==> src/rtl/lcd_pkg.sv <==
// Shared types and HD44780 command constants for the character-LCD controller.
package lcd_pkg;

  typedef enum logic [2:0] {StPor, StInit, StIdle, StAddr, StChar} lcd_state_e;

  typedef enum logic [1:0] {XactIdle, XactSetup, XactPulse, XactWait} xact_phase_e;

  localparam logic [7:0] CmdFuncSet = 8'h38;  // 8-bit bus, 2 lines, 5x8 font
  localparam logic [7:0] CmdDispOn  = 8'h0C;
  localparam logic [7:0] CmdClear   = 8'h01;
  localparam logic [7:0] CmdEntry   = 8'h06;

  localparam logic [7:0] RowBase0 = 8'h80;
  localparam logic [7:0] RowBase1 = 8'hC0;
  localparam logic [7:0] RowBase2 = 8'h94;
  localparam logic [7:0] RowBase3 = 8'hD4;

  localparam logic [7:0] CharSpace = 8'h20;

  function automatic logic [7:0] init_cmd(input logic [1:0] idx);
    logic [7:0] cmd;
    unique case (idx)
      2'd0: cmd = CmdFuncSet;
      2'd1: cmd = CmdDispOn;
      2'd2: cmd = CmdClear;
      2'd3: cmd = CmdEntry;
    endcase
    return cmd;
  endfunction

  function automatic logic [7:0] row_base(input logic [1:0] row);
    logic [7:0] addr;
    unique case (row)
      2'd0: addr = RowBase0;
      2'd1: addr = RowBase1;
      2'd2: addr = RowBase2;
      2'd3: addr = RowBase3;
    endcase
    return addr;
  endfunction

  function automatic int unsigned max_u(input int unsigned a, input int unsigned b);
    return (a > b) ? a : b;
  endfunction

endpackage

==> src/rtl/lcd_bus_xact.sv <==
// One HD44780 bus transaction: SETUP (1 clk), PULSE (EN high), then a settle WAIT.
module lcd_bus_xact
  import lcd_pkg::*;
#(
  parameter int unsigned EN_CYCLES = 20,
  parameter int unsigned CMD_WAIT  = 2000,
  parameter int unsigned CLR_WAIT  = 80000,
  parameter int unsigned CNT_W     = 17
) (
  input  logic       clk_i,
  input  logic       rst_i,
  input  logic       start_i,
  input  logic       rs_i,
  input  logic [7:0] data_i,
  input  logic       long_wait_i,
  output logic       ready_o,
  output logic       done_o,
  output logic       lcd_rs_o,
  output logic       lcd_en_o,
  output logic [7:0] lcd_data_o
);

  localparam logic [CNT_W-1:0] EnLast  = CNT_W'(EN_CYCLES - 1);
  localparam logic [CNT_W-1:0] CmdLast = CNT_W'(CMD_WAIT - 1);
  localparam logic [CNT_W-1:0] ClrLast = CNT_W'(CLR_WAIT - 1);

  xact_phase_e      phase_q, phase_d;
  logic [CNT_W-1:0] cnt_q, cnt_d;
  logic             long_q, long_d;
  logic             rs_q, rs_d;
  logic             en_q, en_d;
  logic [7:0]       data_q, data_d;
  logic             done;

  assign done    = (phase_q == XactWait) && (cnt_q == (long_q ? ClrLast : CmdLast));
  // Accepting a start on the last WAIT cycle keeps transactions back-to-back.
  assign ready_o = (phase_q == XactIdle) || done;
  assign done_o  = done;

  always_comb begin
    phase_d = phase_q;
    cnt_d   = cnt_q;
    long_d  = long_q;
    rs_d    = rs_q;
    data_d  = data_q;
    en_d    = 1'b0;
    unique case (phase_q)
      XactIdle: ;
      XactSetup: begin
        phase_d = XactPulse;
        cnt_d   = '0;
        en_d    = 1'b1;
      end
      XactPulse: begin
        if (cnt_q == EnLast) begin
          phase_d = XactWait;
          cnt_d   = '0;
        end else begin
          cnt_d = cnt_q + CNT_W'(1);
          en_d  = 1'b1;
        end
      end
      XactWait: begin
        if (done) phase_d = XactIdle;
        else      cnt_d   = cnt_q + CNT_W'(1);
      end
      default: phase_d = XactIdle;
    endcase
    if (start_i && ready_o) begin
      phase_d = XactSetup;
      cnt_d   = '0;
      rs_d    = rs_i;
      data_d  = data_i;
      long_d  = long_wait_i;
    end
  end

  always_ff @(posedge clk_i) begin
    if (rst_i) begin
      phase_q <= XactIdle;
      cnt_q   <= '0;
      long_q  <= 1'b0;
      rs_q    <= 1'b0;
      en_q    <= 1'b0;
      data_q  <= 8'h00;
    end else begin
      phase_q <= phase_d;
      cnt_q   <= cnt_d;
      long_q  <= long_d;
      rs_q    <= rs_d;
      en_q    <= en_d;
      data_q  <= data_d;
    end
  end

  assign lcd_rs_o   = rs_q;
  assign lcd_en_o   = en_q;
  assign lcd_data_o = data_q;

endmodule

==> src/rtl/lcd_hd44780_ctrl.sv <==
// HD44780 controller: power-on wait, init sequence, then continuous refresh
// of a ROWS x COLS character buffer onto the 8-bit LCD bus.
module lcd_hd44780_ctrl
  import lcd_pkg::*;
#(
  parameter int unsigned COLS      = 16,
  parameter int unsigned ROWS      = 2,
  parameter int unsigned EN_CYCLES = 20,
  parameter int unsigned CMD_WAIT  = 2000,
  parameter int unsigned CLR_WAIT  = 80000,
  parameter int unsigned POR_WAIT  = 800000
) (
  input  logic       LCD_Clk,
  input  logic       LCD_Rst,
  input  logic       wr_en,
  input  logic [1:0] wr_row,
  input  logic [5:0] wr_col,
  input  logic [7:0] wr_data,
  input  logic       refresh_en,
  output logic       LCD_RS,
  output logic       LCD_RW,
  output logic       LCD_EN,
  output logic [7:0] lcd_data,
  output logic       init_done,
  output logic       frame_done
);

  localparam int unsigned MaxWait = max_u(max_u(POR_WAIT, CLR_WAIT), max_u(CMD_WAIT, EN_CYCLES));
  localparam int unsigned CntW    = $clog2(MaxWait + 1);
  localparam int          Cells   = ROWS * COLS;
  localparam int unsigned IdxW    = $clog2(Cells);

  localparam logic [CntW-1:0] PorLast = CntW'(POR_WAIT - 1);
  localparam logic [5:0]      ColLast = 6'(COLS - 1);
  localparam logic [1:0]      RowLast = 2'(ROWS - 1);

  lcd_state_e      state_q, state_d;
  logic [CntW-1:0] por_cnt_q, por_cnt_d;
  logic [1:0]      init_idx_q, init_idx_d;
  logic [1:0]      row_q, row_d;
  logic [5:0]      col_q, col_d;
  logic            init_done_q, init_done_d;
  logic            frame_pend_q, frame_pend_d;
  logic            frame_done_q, frame_done_d;
  logic [7:0]      buf_q [Cells];

  logic            x_start, x_rs, x_long, x_ready, x_done;
  logic [7:0]      x_data;
  logic            wr_ok;
  logic [IdxW-1:0] wr_idx, rd_idx;

  // Range check before flattening so out-of-range writes cannot alias onto another row.
  assign wr_ok  = wr_en && (32'(wr_row) < ROWS) && (32'(wr_col) < COLS);
  assign wr_idx = IdxW'(32'(wr_row) * COLS + 32'(wr_col));
  assign rd_idx = IdxW'(32'(row_q) * COLS + 32'(col_q));

  always_ff @(posedge LCD_Clk) begin
    if (LCD_Rst) begin
      for (int i = 0; i < Cells; i++) buf_q[i] <= CharSpace;
    end else if (wr_ok) begin
      buf_q[wr_idx] <= wr_data;
    end
  end

  always_comb begin
    state_d      = state_q;
    por_cnt_d    = por_cnt_q;
    init_idx_d   = init_idx_q;
    row_d        = row_q;
    col_d        = col_q;
    init_done_d  = init_done_q;
    frame_pend_d = frame_pend_q;
    frame_done_d = 1'b0;
    x_start      = 1'b0;
    x_rs         = 1'b0;
    x_data       = 8'h00;
    x_long       = 1'b0;
    if (frame_pend_q && x_done) begin
      frame_done_d = 1'b1;
      frame_pend_d = 1'b0;
    end
    // Each issuing state fires on x_ready and moves on immediately; the
    // transaction timer holds off the next issue until its WAIT expires.
    unique case (state_q)
      StPor: begin
        if (por_cnt_q == PorLast) begin
          state_d   = StInit;
          por_cnt_d = '0;
        end else begin
          por_cnt_d = por_cnt_q + CntW'(1);
        end
      end
      StInit: begin
        if (x_ready) begin
          x_start = 1'b1;
          x_data  = init_cmd(init_idx_q);
          x_long  = (init_idx_q == 2'd2);
          if (init_idx_q == 2'd3) state_d    = StIdle;
          else                    init_idx_d = init_idx_q + 2'd1;
        end
      end
      StIdle: begin
        if (x_ready) begin
          init_done_d = 1'b1;
          if (refresh_en) begin
            state_d = StAddr;
            row_d   = 2'd0;
          end
        end
      end
      StAddr: begin
        if (x_ready) begin
          x_start = 1'b1;
          x_data  = row_base(row_q);
          col_d   = 6'd0;
          state_d = StChar;
        end
      end
      StChar: begin
        if (x_ready) begin
          x_start = 1'b1;
          x_rs    = 1'b1;
          x_data  = buf_q[rd_idx];
          if (col_q == ColLast) begin
            if (row_q == RowLast) begin
              state_d      = StIdle;
              frame_pend_d = 1'b1;
            end else begin
              row_d   = row_q + 2'd1;
              state_d = StAddr;
            end
          end else begin
            col_d = col_q + 6'd1;
          end
        end
      end
      default: state_d = StPor;
    endcase
  end

  always_ff @(posedge LCD_Clk) begin
    if (LCD_Rst) begin
      state_q      <= StPor;
      por_cnt_q    <= '0;
      init_idx_q   <= 2'd0;
      row_q        <= 2'd0;
      col_q        <= 6'd0;
      init_done_q  <= 1'b0;
      frame_pend_q <= 1'b0;
      frame_done_q <= 1'b0;
    end else begin
      state_q      <= state_d;
      por_cnt_q    <= por_cnt_d;
      init_idx_q   <= init_idx_d;
      row_q        <= row_d;
      col_q        <= col_d;
      init_done_q  <= init_done_d;
      frame_pend_q <= frame_pend_d;
      frame_done_q <= frame_done_d;
    end
  end

  lcd_bus_xact #(
    .EN_CYCLES(EN_CYCLES),
    .CMD_WAIT (CMD_WAIT),
    .CLR_WAIT (CLR_WAIT),
    .CNT_W    (CntW)
  ) u_xact (
    .clk_i      (LCD_Clk),
    .rst_i      (LCD_Rst),
    .start_i    (x_start),
    .rs_i       (x_rs),
    .data_i     (x_data),
    .long_wait_i(x_long),
    .ready_o    (x_ready),
    .done_o     (x_done),
    .lcd_rs_o   (LCD_RS),
    .lcd_en_o   (LCD_EN),
    .lcd_data_o (lcd_data)
  );

  assign LCD_RW     = 1'b0;
  assign init_done  = init_done_q;
  assign frame_done = frame_done_q;

endmodule

==> config.mk <==
export PLATFORM = sky130hd
export DESIGN_NAME = lcd_hd44780_ctrl
export DESIGN_NICKNAME = d
export VERILOG_FILES = /design/src/rtl/lcd_pkg.sv /design/src/rtl/lcd_bus_xact.sv /design/src/rtl/lcd_hd44780_ctrl.sv
export SDC_FILE = /design/constraint.sdc
export NUM_CORES = 1
export LEC_CHECK = 0
export CAP_MARGIN = 0
export CORE_MARGIN = 10
export CORE_UTILIZATION = 60
export CTS_BUF_LIST = sky130_fd_sc_hd__clkbuf_16
export DETAILED_ROUTE_END_ITERATION = 7
export PLACE_DENSITY = 0.82
export SLEW_MARGIN = 20
export SYNTH_ARGS = -nofsm -noshare
export SYNTH_HDL_FRONTEND = slang
export SYNTH_SLANG_ARGS = --single-unit
export TNS_END_PERCENT = 5
==> constraint.sdc <==
create_clock -name LCD_Clk -period 8.4 [get_ports LCD_Clk]
set_clock_uncertainty 0.15 [all_clocks]
set_input_delay 0.84 -clock LCD_Clk [delete_from_list [all_inputs] [get_ports LCD_Clk]]
set_output_delay 0.84 -clock LCD_Clk [all_outputs]
set_load 0.01 [all_outputs]
# Word level (Yosys, flattened, before mapping)
# Memory sizes are Yosys's and may differ from the RTL's.
# Index checks and enable logic that the tools add are counted.
[classes]
reduce_logical = 25
n_addsub = 7
muxes = 56
bitwise = 1
n_lt_le_gt_ge = 2
n_eq_ne = 32
[op_table]
columns = ["op", "count"]
rows = [
  ["case mux 8 bit (4 select lines)", 2],
  ["2-to-1 mux 20 bit", 3],
  ["case mux 20 bit (3 select lines)", 1],
  ["adder 20 x 1 -> 20 bit (second input constant)", 2],
  ["2-to-1 mux 8 bit", 4],
  ["2-to-1 mux 3 bit", 8],
  ["case mux 8 bit (3 select lines)", 1],
  ["== test 20 bit", 1],
  ["== test 20 bit (second input constant)", 1],
  ["== test 20 x 5 -> 1 bit (second input constant)", 1],
  ["2-to-1 mux 1 bit", 20],
  ["2-to-1 mux 6 bit", 3],
  ["2-to-1 mux 17 bit", 1],
  ["case mux 3 bit (5 select lines)", 1],
  ["2-to-1 mux 2 bit", 7],
  ["!= test 2 bit (second input constant)", 7],
  ["== test 2 bit (second input constant)", 6],
  ["!= test 2 x 1 -> 1 bit (second input constant)", 6],
  ["case mux 6 bit (2 select lines)", 1],
  ["adder 5 bit", 2],
  ["AND reduction 3 bit", 3],
  ["AND reduction 8 bit", 1],
  ["OR reduction 8 bit", 1],
  ["adder 6 x 1 -> 6 bit (second input constant)", 1],
  ["other kinds (27)", 39],
]
[word_totals]
mem_bits_rw = 256
word_cells = 139
n_memories = 1
register_bits = 69
out_inout_bits = 13
input_bits = 20
[mem_list]
columns = ["memory", "depth", "width", "read_ports", "rd_clocked_by_memory_dff", "wr", "line_no", "text"]
rows = [
  ["buf_q", 32, 8, 1, 0, 32, "lcd_hd44780_ctrl.sv:45", "logic [7:0] buf_q [Cells];"],
]

# Logic depth before layout (Yosys ltp)
[logic_depth]
word_depth = 9
ltp_mapped = 10
ltp_nobuf = 7

# By module
# Synthesis repeated with hierarchy kept, for this count alone.
[unflattened]
hier_cells = 1306
hier_area_um2 = 15879.0
[modules_own_cells]
columns = ["module", "area_each_um2", "cells_per_inst", "instances", "seq_area_each_um2"]
rows = [
  ["lcd_hd44780_ctrl", 13954.6, 1079, 1, 8408.1],
  ["lcd_bus_xact", 1924.3, 227, 1, 660.6],
]

# Worst setup path after synthesis
# OpenSTA, ideal clock, no wires.
[synth_path]
path_type = "register to register"
from = "reg col_q[0]"
to = "reg u_xact.data_q[6], in the netlist u_xact.lcd_data_o[6]"
path_buffers = 1
required_ps = 8119
period_less_slack_ps = 2731
slack_ps = 5669
setup_ps = 131
arrival_time_ps = 2450
stages_incl_launch_ff = 7
path_cell_list = "dfxtp_1 buf_1 mux4_2 mux4_2 mux2_2 a221oi_1 nor3_1"
[synth_via]
elab_chain_len = 4
[synth_rtl]
columns = ["item", "line_no", "text"]
rows = [
  ["start, declared", "lcd_hd44780_ctrl.sv:41", "logic [5:0] col_q, col_d;"],
  ["start signal, assigned", "lcd_hd44780_ctrl.sv:156", "col_q <= col_d;"],
  ["adder 5 bit", "lcd_hd44780_ctrl.sv:55", "assign rd_idx = IdxW'(32'(row_q) * COLS + 32'(col_q));"],
  ["memory (32 x 8 bit)", "--", ""],
  ["2-to-1 mux 8 bit", "lcd_hd44780_ctrl.sv:120", "if (x_ready) begin"],
  ["case mux 8 bit (3 select lines)", "lcd_hd44780_ctrl.sv:84", "unique case (state_q)"],
  ["end signal, assigned", "lcd_bus_xact.sv:92", "data_q <= data_d;"],
  ["end, declared", "lcd_bus_xact.sv:32", "logic [7:0] data_q, data_d;"],
]
# No other way between the ends.
# A chain may end at the register's enable or synchronous reset.

# Worst setup path after layout
[layout_path]
from = "reg col_q[0]"
to = "reg u_xact.data_q[4], in the netlist u_xact.lcd_data_o[4]"
# Same word-level chain as after synthesis.

==> metrics.md <==
| Metric | Value |
|---|---|
| Vias per inst | `6.26` |
| Cts hold-fix bufs | `0` |
| Status | `completed` |
| Share of cells above drive strength 1 | `14.7%` |
| H-tree Lvls | `2` |
| Max-cap violations | `0` |
| Crit path kind | `reg -> reg` |
| Fin Setup TNS | `0 ps` |
| Top cells by area, synth | `edfxtp_1 (50%), mux4_2 (9.9%), and2_1 (9.2%)` |
| Syn_area_per_cell | `12.9 um^2` |
| Fin crit share | `43.9%` |
| Reg2Reg Setup Slack | `4710 ps` |
| Fin crit period | `3690 ps` |
| Post-synth EDFFs | `256` |
| Rel. slew slack | `41.5%` |
| Routed WL | `36300 um` |
| GP Congestion | `0.853` |
| Most common cell after layout, fill and taps aside | `edfxtp_1` |
| YS warnings | `0` |
| Total gr overflow | `0` |
| Detailed-route via count | `9783` |
| Global-route wire length before repair | `56300 um` |
| Post-layout net count | `1246` |
| Fillers | `1745` |
| Clk root buf | `clkbuf_16` |
| Die ar. | `0.0325 mm^2` |
| Area growth from synthesis to layout | `10.9%` |
| Register area share after synthesis | `58.8%` |
| Drt first pass iters | `5` |
| Total CTS buffers | `35` |
| Most frequent cells in the layout | `edfxtp_1 (256), and2_1 (226), nor2_1 (106), mux4_2 (68), dfxtp_1 (67)` |
| Top routing layer in use | `met4` |
| Achievable Freq | `0.271 GHz` |
| Synth unique cells | `59` |
| Finished Core Util | `67.8%` |
| DRC viols | `0` |
| Post-CTS Resized | `0` |
| Ys async rst share | `0%` |
| RSZ-0062 raised after global routing | `false` |
| Worst endpoint required time | `8620 ps` |
| Setup crit start kind | `flop` |
| CTS tree | `built` |
| Initial antenna violation count | `0` |
| Met2 WL | `17100 um` |
| Input/output buffers | `31` |
| Initial Util | `61.1%` |
| Die width | `180 um` |
| HPWL after DPL | `23300 um` |
| Sinks on Clock Net | `325` |
| Diodes inserted | `0` |
| P_leak | `5.66 nW` |
| CP Cell Sequence | `buf_4 -> mux4_2 -> mux4_2 -> mux2i_1 -> nor3_1 -> a2111oi_0 -> nor3_1` |
| Post-Synthesis Cells | `1198` |
| Detail Route Antenna Nets | `0` |
| Initial DRC count | `1157` |
| Ys flop type | `edfxtp_1` |
| Postcts setup bufs | `0` |
| Crit-path slowest cell | `buf_4` |
| Crit end category | `flop` |
| CP peak stage delay | `770 ps` |
| Synthesized area | `0.0154 mm^2` |
| Core Box Area | `0.0253 mm^2` |
| Largest net degree at the start of global routing | `61` |
| Worst Path Max Fanout | `47` |
| Detail Route met3 WL | `3010 um` |
| Clk_lat worst skew | `520 ps` |
| Fin. Hold Viols | `0` |
| CTS max path bufs | `3` |
| Die height | `180 um` |
| Post-synthesis register bit count | `325` |
| Worst Path Arrival | `3920 ps` |
| Worst Max-Slew Pin Slew | `878 ps` |
| Routed length per instance | `23.3 um` |
| Top Ports | `33` |
| Max Slew Vio Count | `0` |
| PwrDens | `211 mW/mm^2` |
| Post-synth top area share | `49.8%` |
| Vias in the first global route | `9657` |
| Wl on met1 | `15100 um` |
| Final setup fails | `0` |
| Syn_nets | `1236` |
| Cell row count | `58` |
| Gr usage total | `21.8%` |
| Leading area contributor after synthesis | `edfxtp_1` |
| Clock transition at path regs | `60 ps` |
| VDD IR max | `0.000227 V` |
| Hold WC Path Type | `reg -> reg` |
==> path summary, 6_finish.rpt <==
kind | startpoint | depth (start not counted) | to
min reg2reg | frame_pend_q | 2 | frame_pend_q
max | col_q[0] | 7 | u_xact.lcd_data_o[4]
min | frame_pend_q | 2 | frame_pend_q
max reg2reg | col_q[0] | 7 | u_xact.lcd_data_o[4]
==> layout make-up <==
cell class	instances	area, um^2	share of cell area [%]
clock buffer	37	926	5.41
timing repair buffer	42	373	2.18
sequential	325	9070	53.0
inverter	14	52.6	0.307
clock inverter	24	251	1.47
multi-input combinational	790	6020	35.2
tap	330	413	2.41
==> flip-flops by register name, summed over array words and instances, names as in the netlist <==
signal             flops
u_xact.lcd_rs_o        1
row_q                  2
u_xact.phase_q         2
state_q                3
buf_q                256
col_q                  6
u_xact.lcd_data_o      8
por_cnt_q             20
init_done              1
init_idx_q             2
frame_pend_q           1
frame_done             1
u_xact.lcd_en_o        1
u_xact.long_q          1
u_xact.cnt_q          20
==> worst max-delay path: cells and delay by family (launching register included) <==
kind                   cells  cell delay, ps
AOI/OAI and AO/OA          1             400
buffers and inverters      1             770
DFF                        1             730
muxes                      3            1310
and+or+nand+nor            2             150
==> per-layer routing <==
| metal | vias up | GRT usage, % |
|---|---|---|
| li1 | 4410 | - |
| met1 | 4815 | 29.7 |
| met2 | 466 | 34.6 |
| met3 | 92 | 4.10 |
| met4 | 0 | 7.22 |
| met5 | - | 0 |
==> per-stage QoR <==
step	cells	power, mW	worst slack (ps)	cell area (um^2)	hold slack, ps
CTS	1562	3.61	4670	17100	311
floorplan	1198	1.97	5670	15400	277
global route	1562	3.70	4420	17100	336
global placement	1501	2.04	4700	15900	285
finish	1562	3.61	4710	17100	312
detailed placement	1501	2.04	4610	15900	293
==> logic make-up (layout without fill, tap and decap cells) <==
family / Yosys count / in the layout / share of synthesized area [%]
AOI/OAI and AO/OA: 76 / 76 / 3.33
DFF: 325 / 325 / 58.8
adders and majority gates: 18 / 18 / 1.46
other: 1 / 1 / 0.0243
muxes: 91 / 91 / 11.4
and+or+nand+nor: 560 / 560 / 20.2
xor gates and xnor gates: 44 / 44 / 2.50
buffers and inverters: 83 / 117 / 2.27
==> power by group <==
part	total, mW	switching (mW)	leakage (nW)	internal, mW
clock network	1.59	0.640	0.577	0.953
logic	0.186	0.125	2.08	0.0615
registers	1.83	0.0329	3.01	1.80
total	3.61	0.798	5.66	2.81
==> synth_stat cells (16+ instances only) <==
master and n:
edfxtp_1 256, and2_1 226, nor2_1 107, dfxtp_1 69, mux4_2 68, clkbuf_1 51
nand2_1 50, or3_1 37, or2_2 34, xnor2_1 28, nand3_1 21, mux2i_1 20
nor4_1 20, a21oi_1 18, ha_1 18, nor3_1 18, xor2_1 16
Note: power is estimated with default switching activity, not from simulation.
